===== src/rtl/mac_pkg.sv =====
// Shared definitions for the product accumulator: sequencing states and the
// default datapath widths used by the MAC back end.
package mac_pkg;

    localparam int DEF_PROD_W = 32;
    localparam int DEF_CNT_W  = 8;
    localparam int DEF_ACC_W  = 40;

    typedef enum logic [1:0] {
        IDLE  = 2'd0,
        ACCUM = 2'd1,
        DONE  = 2'd2
    } state_t;

endpackage


===== src/rtl/beat_counter.sv =====
// Loadable down-counter tracking the product beats still owed in a run,
// with a terminal (one beat left) flag and a zero-length flag on the load value.
module beat_counter
    import mac_pkg::*;
#(
    parameter int CNT_W = DEF_CNT_W
) (
    input  logic             clk,
    input  logic             rst,
    input  logic             load,
    input  logic [CNT_W-1:0] len,
    input  logic             dec,
    output logic             last,
    output logic             zero_len
);

    logic [CNT_W-1:0] remaining;

    // NOTE: sequential state is always assigned with <= so every flop samples
    // pre-edge values regardless of the order the simulator runs processes.
    always_ff @(posedge clk) begin
        if (rst) begin
            remaining <= '0;
        end else if (load) begin
            remaining <= len;
        end else if (dec && (remaining != '0)) begin
            remaining <= remaining - CNT_W'(1);
        end
    end

    assign last     = (remaining == CNT_W'(1));
    assign zero_len = (len == '0);

endmodule


===== src/rtl/product_accumulator.sv =====
// Sums a programmed number of unsigned product beats into a wide accumulator
// and presents the result on a valid/ready output with a sticky overflow flag.
module product_accumulator
    import mac_pkg::*;
#(
    parameter int PROD_W = DEF_PROD_W,
    parameter int CNT_W  = DEF_CNT_W,
    parameter int ACC_W  = DEF_ACC_W
) (
    input  logic              clk,
    input  logic              rst,
    input  logic              start,
    input  logic [CNT_W-1:0]  len,
    input  logic              in_valid,
    output logic              in_ready,
    input  logic [PROD_W-1:0] product,
    output logic              out_valid,
    input  logic              out_ready,
    output logic [ACC_W-1:0]  acc_out,
    output logic              busy,
    output logic              overflow
);

    state_t state;
    state_t state_next;

    logic             start_accept;
    logic             beat;
    logic             last;
    logic             zero_len;
    logic [ACC_W-1:0] acc;
    logic [ACC_W:0]   sum;

    assign in_ready     = (state == ACCUM);
    assign out_valid    = (state == DONE);
    assign busy         = (state != IDLE);
    assign start_accept = (state == IDLE) && start;
    assign beat         = in_valid && in_ready;

    // One extra bit captures the carry out of the accumulator for overflow.
    assign sum = {1'b0, acc} + {{(ACC_W + 1 - PROD_W){1'b0}}, product};

    beat_counter #(
        .CNT_W (CNT_W)
    ) u_beat_counter (
        .clk      (clk),
        .rst      (rst),
        .load     (start_accept),
        .len      (len),
        .dec      (beat),
        .last     (last),
        .zero_len (zero_len)
    );

    always_ff @(posedge clk) begin
        if (rst) begin
            state <= IDLE;
        end else begin
            state <= state_next;
        end
    end

    // NOTE: state_next gets its default before the case so no path through
    // the block leaves it unassigned, which would otherwise infer a latch.
    always_comb begin
        state_next = state;
        unique case (state)
            IDLE: begin
                if (start) begin
                    state_next = zero_len ? DONE : ACCUM;
                end
            end
            ACCUM: begin
                if (beat && last) begin
                    state_next = DONE;
                end
            end
            DONE: begin
                if (out_ready) begin
                    state_next = IDLE;
                end
            end
            default: state_next = IDLE;
        endcase
    end

    always_ff @(posedge clk) begin
        if (rst) begin
            acc      <= '0;
            acc_out  <= '0;
            overflow <= 1'b0;
        end else if (start_accept) begin
            acc      <= '0;
            acc_out  <= '0;
            overflow <= 1'b0;
        end else if (beat) begin
            acc <= sum[ACC_W-1:0];
            if (sum[ACC_W]) begin
                overflow <= 1'b1;
            end
            // The final sum is published in the same edge the last beat lands.
            if (last) begin
                acc_out <= sum[ACC_W-1:0];
            end
        end
    end

endmodule


===== config.mk =====
export PLATFORM = sky130hd
export DESIGN_NAME = product_accumulator
export DESIGN_NICKNAME = d
export VERILOG_FILES = /design/src/rtl/mac_pkg.sv /design/src/rtl/beat_counter.sv /design/src/rtl/product_accumulator.sv
export SDC_FILE = /design/constraint.sdc
export NUM_CORES = 1
export LEC_CHECK = 0
export BUFFER_PORTS_ARGS = -buffer_cell sky130_fd_sc_hd__buf_4
export CAP_MARGIN = 40
export CORE_MARGIN = 10
export CORE_UTILIZATION = 35
export DETAILED_ROUTE_END_ITERATION = 12
export SLEW_MARGIN = 0
export SYNTH_ARGS = -nofsm -noshare
export SYNTH_HDL_FRONTEND = slang
export SYNTH_SLANG_ARGS = --single-unit

===== constraint.sdc =====
create_clock -name clk -period 2.8 [get_ports clk]
set_clock_uncertainty 0.05 [all_clocks]
set_input_delay 0 -clock clk [delete_from_list [all_inputs] [get_ports clk]]
set_output_delay 0 -clock clk [all_outputs]
set_load 0.005 [all_outputs]

Yosys cells after proc, flatten, opt, wreduce, memory -nomap -nowiden. Index checks and enable logic that the tools add are counted. Widths: inputs -> output; s select.

Input port bits: 45. Flip-flop bits (word level): 91. Logic and storage cells: 33. Output and inout port bits: 44.

Muxes and demuxes: 7. Add/sub/neg operators: 2. Reductions and logical operators: 13. Equal/unequal tests: 6.

Operators with widths (count): $add 40x32->41 (1); $mux 8 (2); $eq 8x1->1 const B (1); $logic_not 8->1 (1); $mux 2 (4); $reduce_bool 8->1 (1); $sub 8x1->8 const B (1); $pmux 2 s3 (1); $logic_and 1x1->1 (4); $ne 2x1->1 const B (2); $reduce_and 2->1 (2); $reduce_bool 2->1 (2); $reduce_and 3->1 (1); $eq 2x1->1 const B (1); $eq 2x2->1 const B (1); $logic_not 2->1 (1); $ne 2x2->1 const B (1); $reduce_or 2->1 (1).

Depth between registers and ports, before layout.
Depth in word-level cells: 5. Mapped depth: 12.

Modules after synthesis. A second synthesis with hierarchy kept.

Cells, all modules: 712. Area total of the unflattened synthesis: 5524.0 sq um.

Modules (own cells, without submodules): product_accumulator (cells an instance 651, sequential area each 1661.6 sq um, instances 1, area each 4984.8 sq um); beat_counter (cells an instance 61, sequential area each 160.2 sq um, instances 1, area each 539.3 sq um).

Least setup slack after synthesis. No wires, ideal clock.

Path kind: flip-flop to flip-flop. From: reg acc[0]. To: reg acc[34]. Data required time: 2.634 ns. Arrival time: 2.511 ns. Path buffers: 1. Setup slack: 0.122 ns. Cell stages (with the launch flop): 12. Library setup time: 0.116 ns. Cells stage by stage: dfxtp_1 ha_1 fa_1 a21oi_1 o211ai_2 a211oi_1 nor2_1 o211ai_1 a31o_1 clkbuf_1 nor2_1 a41o_1.

Cells in the longest elaborated chain, start to end: 1.

Ends and longest elaborated chain: start, declared (line product_accumulator.sv:31) `logic [ACC_W-1:0] acc;`; start signal, assigned (line product_accumulator.sv:97) `acc <= sum[ACC_W-1:0];`; $add 40x32->41 (line product_accumulator.sv:41) `assign sum = {1'b0, acc} + {{(ACC_W + 1 - PROD_W){1'b0}}, product};`.

No other way between the ends. A chain may end at the register's enable or synchronous reset.

Final worst setup path.
From: reg acc[0]. To: reg acc_out[24].

Cells in the longest elaborated chain, start to end: 1.

Ends and longest elaborated chain: $add 40x32->41 (line product_accumulator.sv:41); end signal, assigned (line product_accumulator.sv:103) `acc_out <= sum[ACC_W-1:0];`; end, declared (line product_accumulator.sv:19) `output logic [ACC_W-1:0] acc_out,`.

No other way between the ends.

==> results.yml <==
routing:
  drt-initial-drc-count: 416
  via_per_inst: 5.42
  first_pass_iters: 5
  ant_nets: 0
  wl_mm: 15.6
  wl_per_cell_um: 16.1
  via_count: 5272
  drc: 0
floorplan:
  rows: 44
  start_util_pct: 36.0
  die_w_um: 143
  fp.dieH_um: 143
  die-area_mm2: 0.0205
  core_mm2: 0.0147
  io_pins: 89
yosys:
  synth_area_mm2: 0.00530
  synthCells: 682
  yosysMostFrequentCell: "nand2_1"
  synth_edf_count: 0
  async_flop_share_pct: 0
  ys_ff_latch: 91
  ys_seq_area_share_pct: 34.4
  synth.largest_area_cell: "dfxtp_1"
  syn_nets: 763
  synthTopCellsByCount: "nand2_1, a21oi_1, dfxtp_1"
  syn-mean-instance-area_um2: 7.77
  synthTopCellsByArea: "dfxtp_1, a21oi_1, ha_1, nand2_1, xnor2_1"
  synth_ff_type: "dfxtp_1"
  netlist.area_leader.share_pct: 34.4
  ys_warn_count: 0
  synth.distinct_cells: 56
setup_path:
  start_kind: "register"
  cp_data_required_time_ps: 3040
  arrival_ps: 2980
  critical_path_class: "register to register"
  path_max_fanout: 4
  path_cells: "ha_4 > fa_2 > a21oi_2 > o211ai_2 > nand2_1 > o31a_1 > o21ai_2 > a41oi_2 > buf_4 > o21a_1 > or4_1 > nand3_1"
  end_kind: "register"
  cpMaxStageDelayCell: "or4_1"
  max_stage_delay_ps: 470
sta:
  setup_violations: 0
  min_period_over_period_pct: 97.8
  maxSlewViolCount: 0
  period_needed_ps: 2740
  slew_headroom_pct: 61.6
  worstMarginPinSlew_ps: 569
  rsz0062_at_grt: "yes"
  max_freq_mhz: 365
  fin_tns_setup_ps: 0
  hold_viol: 0
  holdWs_ps: 98.0
outcome:
  status: "finished, final reports clean"
placement:
  place_hpwl_mm: 11.7
  io_buffers: 88
  postPlaceCellArea_mm2: 0.00622
  gp_congestion: 0.889
cts:
  htree_levels: 3
  numCtsBuffers: 9
  clk_latency_ps: 350
  clk_pin_slew_ps: 60
  clockRootBuffer: "clkbuf_16"
  cts_buffer_depth: 2
  cts_sinks: 91
  cts_tree: "yes"
global_routing:
  grt_usage_pct: 15.0
  grt_pass1_vias: 5173
  grt_max_degree: 33
  antenna_found_initial: 0
  overflow: 0
  grt_pass1_wl_mm: 25.1
pwr:
  cellPowerDensity_mw_per_mm2: 455
  ir_worst_vdd_v: 0.000311
  leakagePower_uw: 0.00269
final_layout:
  nets: 865
  stdcell_area_mm2: 0.00682
  syn2layout_area_growth_pct: 28.6
  multi_input_area_mm2: 0.00343
  seq_area_mm2: 0.00182
  nFillCells: 1450
  drive_gt1_share_pct: 20.8
  antenna_cells: 0
worst_hold_path:
  worstHoldPathType: "input port to register"
run:
  drv_cap: 0
power by group:
part           total [µW]  switching (µW)  leakage, µW  internal (µW)
logic                 621             362      0.00182            259
clock network        1110             497     0.000132            617
registers            1360            31.2     0.000736           1330
total                3100             890      0.00269           2210
final timing paths:
kind | from | endpoint | slack, ps | depth (start not counted)
worst max-delay path | acc[0]$_SDFFE_PP0P_ | acc_out[24]$_SDFFE_PP0P_ | 60 | 12
worst min register to register | acc_out[9]$_SDFFE_PP0P_ | acc_out[9]$_SDFFE_PP0P_ | 400 | 2
worst min-delay path | product[4] | acc_out[4]$_SDFFE_PP0P_ | 100 | 5
worst max register to register | acc[0]$_SDFFE_PP0P_ | acc_out[24]$_SDFFE_PP0P_ | 60 | 12
routing by layer:
layer	track usage (%)	vias up	share of wire (%)
li1	-	2639	-
met1	18.1	2459	45
met2	25.4	157	48
met3	3.65	17	5.3
met4	4.89	0	1.6
met5	0	-	0
sequential cells by signal (all words and copies together) (netlist names):
signal	cells
state	2
overflow	1
u_beat_counter.remaining	8
acc	40
acc_out	40
stage by stage:
stage / cells / utilization, % / worst slack [ps] / power [µW]
floorplan: 682 / - / 122 / 1750
global placement: 938 / 42.3 / 8.37 / 1940
detailed placement: 938 / 42.3 / -47.4 / 1950
CTS: 968 / 45.2 / 2.83 / 3100
global route: 972 / 46.4 / -75.5 / 3250
finish: 972 / 46.4 / 61.1 / 3100
repair_timing:
item	4_1_cts	5_1_grt
endpoints found under the setup margin	9	27
endpoints found under the hold margin	11	0
gates resized for setup	2	25
buffers inserted	0	4
pin swaps	1	13
hold buffers	15	0
cell families after synthesis:
family                   Yosys count  share of synthesized area, %
buffers and inverters             50                          3.66
XOR/XNOR                          36                          5.95
flip-flops                        91                          34.4
adder cells (fa/ha/maj)           36                          8.64
multiplexers                       1                         0.189
AO/OA/AOI/OAI                    211                          24.8
AND/OR/NAND/NOR                  257                          22.4
cell type report:
| type | count | share of cell area [%] |
|---|---|---|
| timing repair buffer | 133 | 15.2 |
| tap | 184 | 3.38 |
| inverter | 8 | 0.441 |
| clock buffer | 12 | 3.62 |
| multi-input combinational | 541 | 50.4 |
| sequential | 91 | 26.7 |
| clock inverter | 3 | 0.220 |
layout by cell type (no fill, tap or decap), drive strengths merged, types with 7 or more instances in the layout:
master and instances:
xor2 13, or4 8, o211ai 7, a21oi 102, nor2 42, ha 35
nand2 117, xnor2 23, a21o 11, nand4 17, a211oi 14, dlygate4sd3 15
clkbuf 12, nor3 15, o21ai 41, inv 8, dfxtp 91, buf 118
nand3 24
worst max-delay path, delay by kind of cell (launching register included):
family                     cells  cell delay (ps)
buffers and inverters          1              180
AOI/OAI and AO/OA              6             1080
DFF                            1              350
and+or+nand+nor                3              650
adders and majority gates      2              360
Note: power is estimated with default switching activity, not from simulation.
